==> src/rtl/cv32e40s_clic_arbiter.sv <==
// ============================================================================
// cv32e40s_clic_arbiter - CLIC source collection, pending state and
// level/id tree arbitration feeding the core's registered CLIC request.
// Optional: CV32E40S_CLIC_ARB_SYNC_EN adds a 2-flop input synchronizer.
// Revision: 1.0
// ============================================================================
`default_nettype none

module cv32e40s_clic_arbiter #(
    parameter int NUM_SRC         = 32,
    parameter int SMCLIC_ID_WIDTH = 5
) (
    input  logic                       clk,
    input  logic                       rst,
    input  logic [NUM_SRC-1:0]         src_i,
    input  logic                       cfg_we_i,
    input  logic [SMCLIC_ID_WIDTH-1:0] cfg_idx_i,
    input  logic [10:0]                cfg_wdata_i,
    input  logic                       irq_ack_i,
    input  logic [SMCLIC_ID_WIDTH-1:0] irq_ack_id_i,
    output logic                       clic_irq_o,
    output logic [SMCLIC_ID_WIDTH-1:0] clic_irq_id_o,
    output logic [7:0]                 clic_irq_level_o,
    output logic [1:0]                 clic_irq_priv_o,
    output logic                       clic_irq_shv_o,
    output logic [NUM_SRC-1:0]         ip_o
);

    localparam int DEPTH  = $clog2(NUM_SRC);
    localparam int LEAVES = 1 << DEPTH;

    logic [NUM_SRC-1:0] src_s;
    logic [NUM_SRC-1:0] src_q;
    logic [NUM_SRC-1:0] ip;
    logic [NUM_SRC-1:0] ie;
    logic [NUM_SRC-1:0] trig_edge;
    logic [NUM_SRC-1:0] shv;
    logic [7:0]         level [NUM_SRC];

`ifdef CV32E40S_CLIC_ARB_SYNC_EN
    logic [NUM_SRC-1:0] sync_ff1;
    logic [NUM_SRC-1:0] sync_ff2;

    always_ff @(posedge clk or posedge rst) begin
        if (rst) begin
            sync_ff1 <= '0;
            sync_ff2 <= '0;
        end else begin
            sync_ff1 <= src_i;
            sync_ff2 <= sync_ff1;
        end
    end

    assign src_s = sync_ff2;
`else
    assign src_s = src_i;
`endif

    always_ff @(posedge clk or posedge rst) begin
        if (rst) begin
            src_q <= '0;
        end else begin
            src_q <= src_s;
        end
    end

    // Per-source configuration and pending state
    for (genvar i = 0; i < NUM_SRC; i++) begin : g_src
        logic       cfg_hit;
        logic       ack_hit;
        logic       ip_r;
        logic       ie_r;
        logic       edge_r;
        logic       shv_r;
        logic [7:0] lvl_r;

        assign cfg_hit = cfg_we_i && (cfg_idx_i == SMCLIC_ID_WIDTH'(i));
        assign ack_hit = irq_ack_i && (irq_ack_id_i == SMCLIC_ID_WIDTH'(i));

        always_ff @(posedge clk or posedge rst) begin
            if (rst) begin
                ip_r   <= 1'b0;
                ie_r   <= 1'b0;
                edge_r <= 1'b0;
                shv_r  <= 1'b0;
                lvl_r  <= 8'd0;
            end else begin
                if (cfg_hit) begin
                    ie_r   <= cfg_wdata_i[10];
                    edge_r <= cfg_wdata_i[9];
                    shv_r  <= cfg_wdata_i[8];
                    lvl_r  <= cfg_wdata_i[7:0];
                end
                // A trigger-mode change discards stale pending state outright
                if (cfg_hit && (cfg_wdata_i[9] != edge_r)) begin
                    ip_r <= 1'b0;
                end else if (edge_r) begin
                    if (src_s[i] && !src_q[i]) begin
                        ip_r <= 1'b1;
                    end else if (ack_hit) begin
                        ip_r <= 1'b0;
                    end
                end else begin
                    ip_r <= src_s[i];
                end
            end
        end

        assign ip[i]        = ip_r;
        assign ie[i]        = ie_r;
        assign trig_edge[i] = edge_r;
        assign shv[i]       = shv_r;
        assign level[i]     = lvl_r;
    end

    // Balanced comparator tree; a zero level marks "no candidate" at every node
    for (genvar l = 0; l <= DEPTH; l++) begin : g_lvl
        localparam int N = LEAVES >> l;
        logic [7:0]                 lvl [N];
        logic [SMCLIC_ID_WIDTH-1:0] id  [N];
        logic [N-1:0]               sh;

        if (l == 0) begin : g_leaf
            for (genvar j = 0; j < N; j++) begin : g_j
                if (j < NUM_SRC) begin : g_real
                    assign lvl[j] = (ip[j] && ie[j]) ? level[j] : 8'd0;
                    assign id[j]  = SMCLIC_ID_WIDTH'(j);
                    assign sh[j]  = shv[j];
                end else begin : g_pad
                    assign lvl[j] = 8'd0;
                    assign id[j]  = SMCLIC_ID_WIDTH'(j);
                    assign sh[j]  = 1'b0;
                end
            end
        end else begin : g_node
            for (genvar j = 0; j < N; j++) begin : g_j
                logic take_hi;
                // Upper child holds the higher indices, so >= resolves ties upward
                assign take_hi = g_lvl[l-1].lvl[2*j+1] >= g_lvl[l-1].lvl[2*j];
                assign lvl[j]  = take_hi ? g_lvl[l-1].lvl[2*j+1] : g_lvl[l-1].lvl[2*j];
                assign id[j]   = take_hi ? g_lvl[l-1].id[2*j+1]  : g_lvl[l-1].id[2*j];
                assign sh[j]   = take_hi ? g_lvl[l-1].sh[2*j+1]  : g_lvl[l-1].sh[2*j];
            end
        end
    end

    logic [7:0]                 win_lvl;
    logic [SMCLIC_ID_WIDTH-1:0] win_id;
    logic                       win_shv;

    assign win_lvl = g_lvl[DEPTH].lvl[0];
    assign win_id  = g_lvl[DEPTH].id[0];
    assign win_shv = g_lvl[DEPTH].sh[0];

    always_ff @(posedge clk or posedge rst) begin
        if (rst) begin
            clic_irq_o       <= 1'b0;
            clic_irq_id_o    <= '0;
            clic_irq_level_o <= 8'd0;
            clic_irq_shv_o   <= 1'b0;
        end else begin
            clic_irq_o <= (win_lvl != 8'd0);
            if (win_lvl != 8'd0) begin
                clic_irq_id_o    <= win_id;
                clic_irq_level_o <= win_lvl;
                clic_irq_shv_o   <= win_shv;
            end
        end
    end

    assign clic_irq_priv_o = 2'b11;
    assign ip_o            = ip;

endmodule

`default_nettype wire

==> config.mk <==
export PLATFORM = sky130hd
export DESIGN_NAME = cv32e40s_clic_arbiter
export DESIGN_NICKNAME = d
export VERILOG_FILES = /design/src/rtl/cv32e40s_clic_arbiter.sv
export SDC_FILE = /design/constraint.sdc
export NUM_CORES = 1
export LEC_CHECK = 0
export CAP_MARGIN = 20
export CORE_ASPECT_RATIO = 0.6
export CORE_MARGIN = 1.5
export CORE_UTILIZATION = 55
export CTS_CLUSTER_DIAMETER = 50
export CTS_CLUSTER_SIZE = 12
export DETAILED_ROUTE_END_ITERATION = 6
export PLACE_DENSITY = 0.73
export SYNTH_ARGS = -nofsm -noshare
export SYNTH_HDL_FRONTEND = slang
export SYNTH_SLANG_ARGS = --single-unit
==> constraint.sdc <==
create_clock -name clk -period 18.4 [get_ports clk]
set_input_delay 2.76 -clock clk [delete_from_list [all_inputs] [get_ports clk]]
set_output_delay 2.76 -clock clk [all_outputs]
set_load 0.02 [all_outputs]
Word-level counts from Yosys, hierarchy flattened
Cells that the tools add are included.
{"block": "classes", "order_cmp": 31, "eq_ne": 126, "n_mux": 253, "reduce_logical": 195}
{"cell": "8-bit two-way mux", "n": 63}
{"cell": "8-bit greater-or-equal comparator", "n": 31}
{"cell": "1-bit two-way mux", "n": 175}
{"cell": "5-bit == test (second input constant)", "n": 32}
{"cell": "1-bit logical AND", "n": 160}
{"cell": "4-bit by 2-bit inequality test with 1-bit output (second input constant)", "n": 32}
{"cell": "5-bit by 4-bit == test with 1-bit output (second input constant)", "n": 16}
{"cell": "5-bit by 3-bit == test with 1-bit output (second input constant)", "n": 8}
{"cell": "1-bit zero test", "n": 32}
{"cell": "1-bit inequality test", "n": 32}
{"cell": "5-bit by 2-bit == test with 1-bit output (second input constant)", "n": 4}
{"cell": "2-bit two-way mux", "n": 8}
{"cell": "3-bit two-way mux", "n": 4}
{"cell": "5-bit by 1-bit == test with 1-bit output (second input constant)", "n": 2}
{"cell": "5-bit zero test", "n": 2}
{"cell": "4-bit two-way mux", "n": 2}
{"cell": "8-bit nonzero test", "n": 1}
{"cell": "5-bit two-way mux", "n": 1}
{"block": "word_totals", "register_bits": 431, "elab_cells": 770}

Logic depth before layout (Yosys ltp)
{"block": "logic_depth", "depth_word": 13, "depth_mapped": 59, "mapped_depth_nobuf": 54}

Worst setup path before layout
OpenSTA, ideal clock, no wires.
{"block": "synth_path", "path_kind": "register to register", "start": "register g_src[20].ip_r", "end": "register clic_irq_id_o[0]", "arrival_ps": 10607, "path_slack_ps": 7668, "path_stages_with_launch": 58, "path_buffers": 6, "synth_period_minus_slack_ps": 10732, "path_cell_list": "dfrtp_1 and2_1 clkbuf_1 nand2_1 ha_1 o2111a_1 a221oi_1 o21ai_0 clkbuf_1 nor2_1 a21oi_1 ha_1 a21o_1 a21oi_1 nor2b_1 a2111oi_0 o2111a_1 a311o_1 (+22 left out) clkbuf_1 clkbuf_1 mux2i_1 ha_1 a21oi_1 nor2b_1 o21ai_0 nand2b_1 a21oi_1 nor2b_1 o21ai_0 a21oi_1 a2111oi_2 a31oi_1 o22ai_2 o2111ai_4 buf_6 mux2_4"}
{"block": "synth_between", "elab_chain_len": 13, "word_cells_on_any_way": 18, "cone_classes": "5 x order compare; 11 x mux; 2 x reduce/logical"}
{"item": "start: declaration", "line": "71", "source": "logic ip_r;"}
{"item": "start signal: assignment", "line": "104", "source": "ip_r <= src_s[i];"}
{"item": "1-bit logical AND *", "line": "126", "source": "assign lvl[j] = (ip[j] && ie[j]) ? level[j] : 8'd0;"}
{"item": "8-bit two-way mux *", "line": "126"}
{"item": "8-bit greater-or-equal comparator", "line": "139", "source": "assign take_hi = g_lvl[l-1].lvl[2*j+1] >= g_lvl[l-1].lvl[2*j];"}
{"item": "8-bit two-way mux", "line": "140", "source": "assign lvl[j] = take_hi ? g_lvl[l-1].lvl[2*j+1] : g_lvl[l-1].lvl[2*j];"}
{"item": "8-bit greater-or-equal comparator", "line": "139"}
{"item": "8-bit two-way mux", "line": "140"}
{"item": "8-bit greater-or-equal comparator", "line": "139"}
{"item": "8-bit two-way mux", "line": "140"}
{"item": "8-bit greater-or-equal comparator", "line": "139"}
{"item": "8-bit two-way mux", "line": "140"}
{"item": "8-bit greater-or-equal comparator", "line": "139"}
{"item": "8-bit two-way mux", "line": "140"}
{"item": "8-bit nonzero test", "line": "163", "source": "if (win_lvl != 8'd0) begin"}
{"item": "end signal: assignment", "line": "164", "source": "clic_irq_id_o <= win_id;"}
{"item": "end: declaration", "line": "22", "source": "output logic [SMCLIC_ID_WIDTH-1:0] clic_irq_id_o,"}
Every way passes the cells marked *; elsewhere a longest branch is shown, timed or not.
A chain may end at the register's enable or synchronous reset.

Worst setup path after layout
Same ends and word-level chain as after synthesis.

==> summary.md <==
| Metric | Value |
|---|---|
| Max clock buf depth | `3` |
| Drt total wl | `~85 mm` |
| Compound-cell area share of the yosys netlist | `between 10 and 15%` |
| CP max stage delay | `roughly 0.7 ns` |
| Finished Core Util | `between 60% and 70%` |
| Run status | `complete, no violations` |
| Final setup viols | `0` |
| Final WS setup | `a little under 6 ns` |
| Sum of negative setup slack | `0 ns` |
| First-pass GRT wire length | `130 mm` |
| CTS tree | `done` |
| Slew @ Worst Pin | `1.24 ns` |
| Synth async-reset ratio | `100%` |
| Number of H-tree levels | `2` |
| Share of cells above drive strength 1 | `about 17%` |
| Slowest CP cell | `a2111oi_0` |
| Largest net degree at the start of global routing | `77` |
| Total GRT Usage | `32.4%` |
| Arrival time of the worst setup path | `about 13 ns` |
| Slew Limit Fails | `0` |
| Xor/xnor share of the synthesized area | `0%` |
| Worst hold path class | `reg -> reg` |
| Setup bufs post-CTS | `0` |
| Final cell count without fillers | `3637` |
| Post-synth top area share | `between 30% and 40%` |
| EDFF count, synth | `0` |
| Dpl ws | `between 5 and 6 ns` |
| Synth Warn # | `0` |
| Largest family of logic cells by synthesized area | `multiplexers` |
| Clock-pin slew on the worst setup and hold paths | `roughly 0.070 ns` |
| Post-Syn Instances | `2928` |
| CP required | `18.86 ns` |
| First drt pass iteration count | `5` |
| Core area | `roughly 50000 µm²` |
| Vias post-DR | `about 23000` |
| Area leader, netlist | `dfrtp_1` |
| Maximum clock rate | `0.0795 GHz` |
| Worst Setup Path Type | `reg -> reg` |
| Simple-Gate Fraction of Synth Area | `between 10% and 20%` |
| Total grt overflow | `0` |
| Iteration-0 DRC Markers | `~2100` |
| Worst path bufs/invs | `4` |
| Max_cap viols | `0` |
| Post-synthesis adder-cell area fraction | `approximately a tenth` |
| Tmin final | `12.58 ns` |
| Vias in the first global route | `between 20000 and 25000` |
| Top delay family on crit path | `compound AO/OA/AOI/OAI gates` |
| Initial Utilization | `between 50% and 60%` |
| Tcrit/Tclk final | `approximately 68%` |
| CTS Buf Count | `44` |
| CTS Hold Bufs | `0` |
| Max FO, Critical Path | `23` |
| Most common cell after layout, fill and taps aside | `dfrtp_1` |
| Avg Cell Area, Syn | `approximately 9.6 µm²` |
| Area of the die | `52400 µm²` |
| Register area share after synthesis | `between 30% and 40%` |
| Synth unique cells | `96` |
| Dpl cells | `roughly 3600` |
| Routed Antenna Nets | `0` |
| Mux contribution to synthesized area | `16.7%` |
| Top_reg_cell synth | `dfrtp_1` |
| Crit end category | `flop` |
| Drc violations | `0` |
| Initial antenna violation count | `3` |
| Routed vias/inst | `6.29` |
| Most frequent cells in the layout | `dfrtp_1, nand2_1, mux2_2, ha_1, o21ai_0` |
| DPL Wire Length | `roughly 60 mm` |
| Top post-synthesis cells by area | `dfrtp_1, mux2_2, ha_1` |
| Die W | `between 200 and 300 µm` |
| Cell area after synthesis | `roughly 28000 µm²` |
| Yosys reg bits | `431` |
| Post_cts resized | `0` |
| Clock sinks | `approximately 430` |
| IO Count | `106` |
| WL/cell | `23.3 µm` |
| Clk Latency, worst-skew pair | `between 0.5 and 0.6 ns` |
| Placement Rows | `63` |
| Final GP Congestion | `approximately 0.96` |
| Die Ht | `178 µm` |
| Slew HR | `roughly 17%` |
| Worst Skew | `a little under 0.02 ns` |
| Net count, final | `around 3200` |
| Clock root cell | `clkbuf_16` |
| CP startpoint kind | `flop` |
| RSZ-0062 raised after global routing | `no` |
| Area grow syn2layout | `9.08%` |
| Fin. Hold Viols | `0` |
| Top cell by count, worst path | `a21o_1` |
| IO buf count | `103` |
-- cell families (layout without fill, tap and decap cells) --
kind of cell / count (synthesis) / count (layout)
buffers and inverters: 340 / 363
adders and majority gates: 230 / 230
other: 1 / 5
DFF: 431 / 431
and+or+nand+nor: 869 / 869
AOI/OAI and AO/OA: 634 / 634
muxes: 423 / 423
-- final cells by class --
type | count | area, µm²
diodes | 3 | 7.51
flip-flops and latches | 431 | 10800
inverters | 172 | 653
clock inverters | 8 | 62.6
repair buffers | 133 | 1240
clock buffers | 50 | 1140
fillers | 4217 | 19200
well taps | 682 | 853
multi-input cells | 2158 | 15800
-- sequential cells by signal, summed over array words and instances, names as in the netlist --
signal and flops:
g_src.ip_r 32, g_src.shv_r 32, clic_irq_id_o 5, g_src.lvl_r 256
g_src.ie_r 32, g_src.edge_r 32, clic_irq_level_o 8, clic_irq_shv_o 1
clic_irq_o 1, src_q 32
-- metrics by stage --
stage          hold WS (ns)  cell area (µm²)
2_1_floorplan         0.452            28000
3_3_place_gp          0.464            29300
3_5_place_dp          0.476            29300
4_1_cts               0.482            30500
5_1_grt               0.490            30600
6_report              0.481            30600
-- worst paths after layout --
path	slack, ns	from	endpoint	depth (start not counted)
worst min register to register	0.48	g_src[3].edge_r	g_src[3].ip_r	1
worst max register to register	5.82	g_src[20].ip_r	clic_irq_id_o[0]	50
worst max-delay path	5.82	g_src[20].ip_r	clic_irq_id_o[0]	50
min in group asynchronous	2.64	rst	g_src[23].lvl_r[3]	2
max in group asynchronous	13.54	rst	g_src[0].edge_r	4
worst min-delay path	0.48	g_src[3].edge_r	g_src[3].ip_r	1
-- Yosys cell counts (all sizes together) (18+ instances only) --
cell type,count
o21ai,209
nor3,18
a221oi,37
nand2,408
o31ai,23
a21o,49
and2,38
nor2b,27
a21oi,153
o21a,23
nand3,81
ha,221
inv,172
and3,95
dfrtp,431
mux2i,65
buf,53
nand2b,42
mux2,358
clkbuf,115
nor2,106
a31oi,27
o211ai,20
-- routing by layer --
metal,vias up,GRT usage (%),share of wire (%)
met1,11345,49.5,47
met4,0,8.29,2.4
met5,-,0,0
met2,934,46.5,41
met3,144,6.46,9.1
li1,10447,-,-
Power is left out: the tool's default activity adds up to more than one toggle a clock period on the data nets, which glitch-free logic cannot reach.
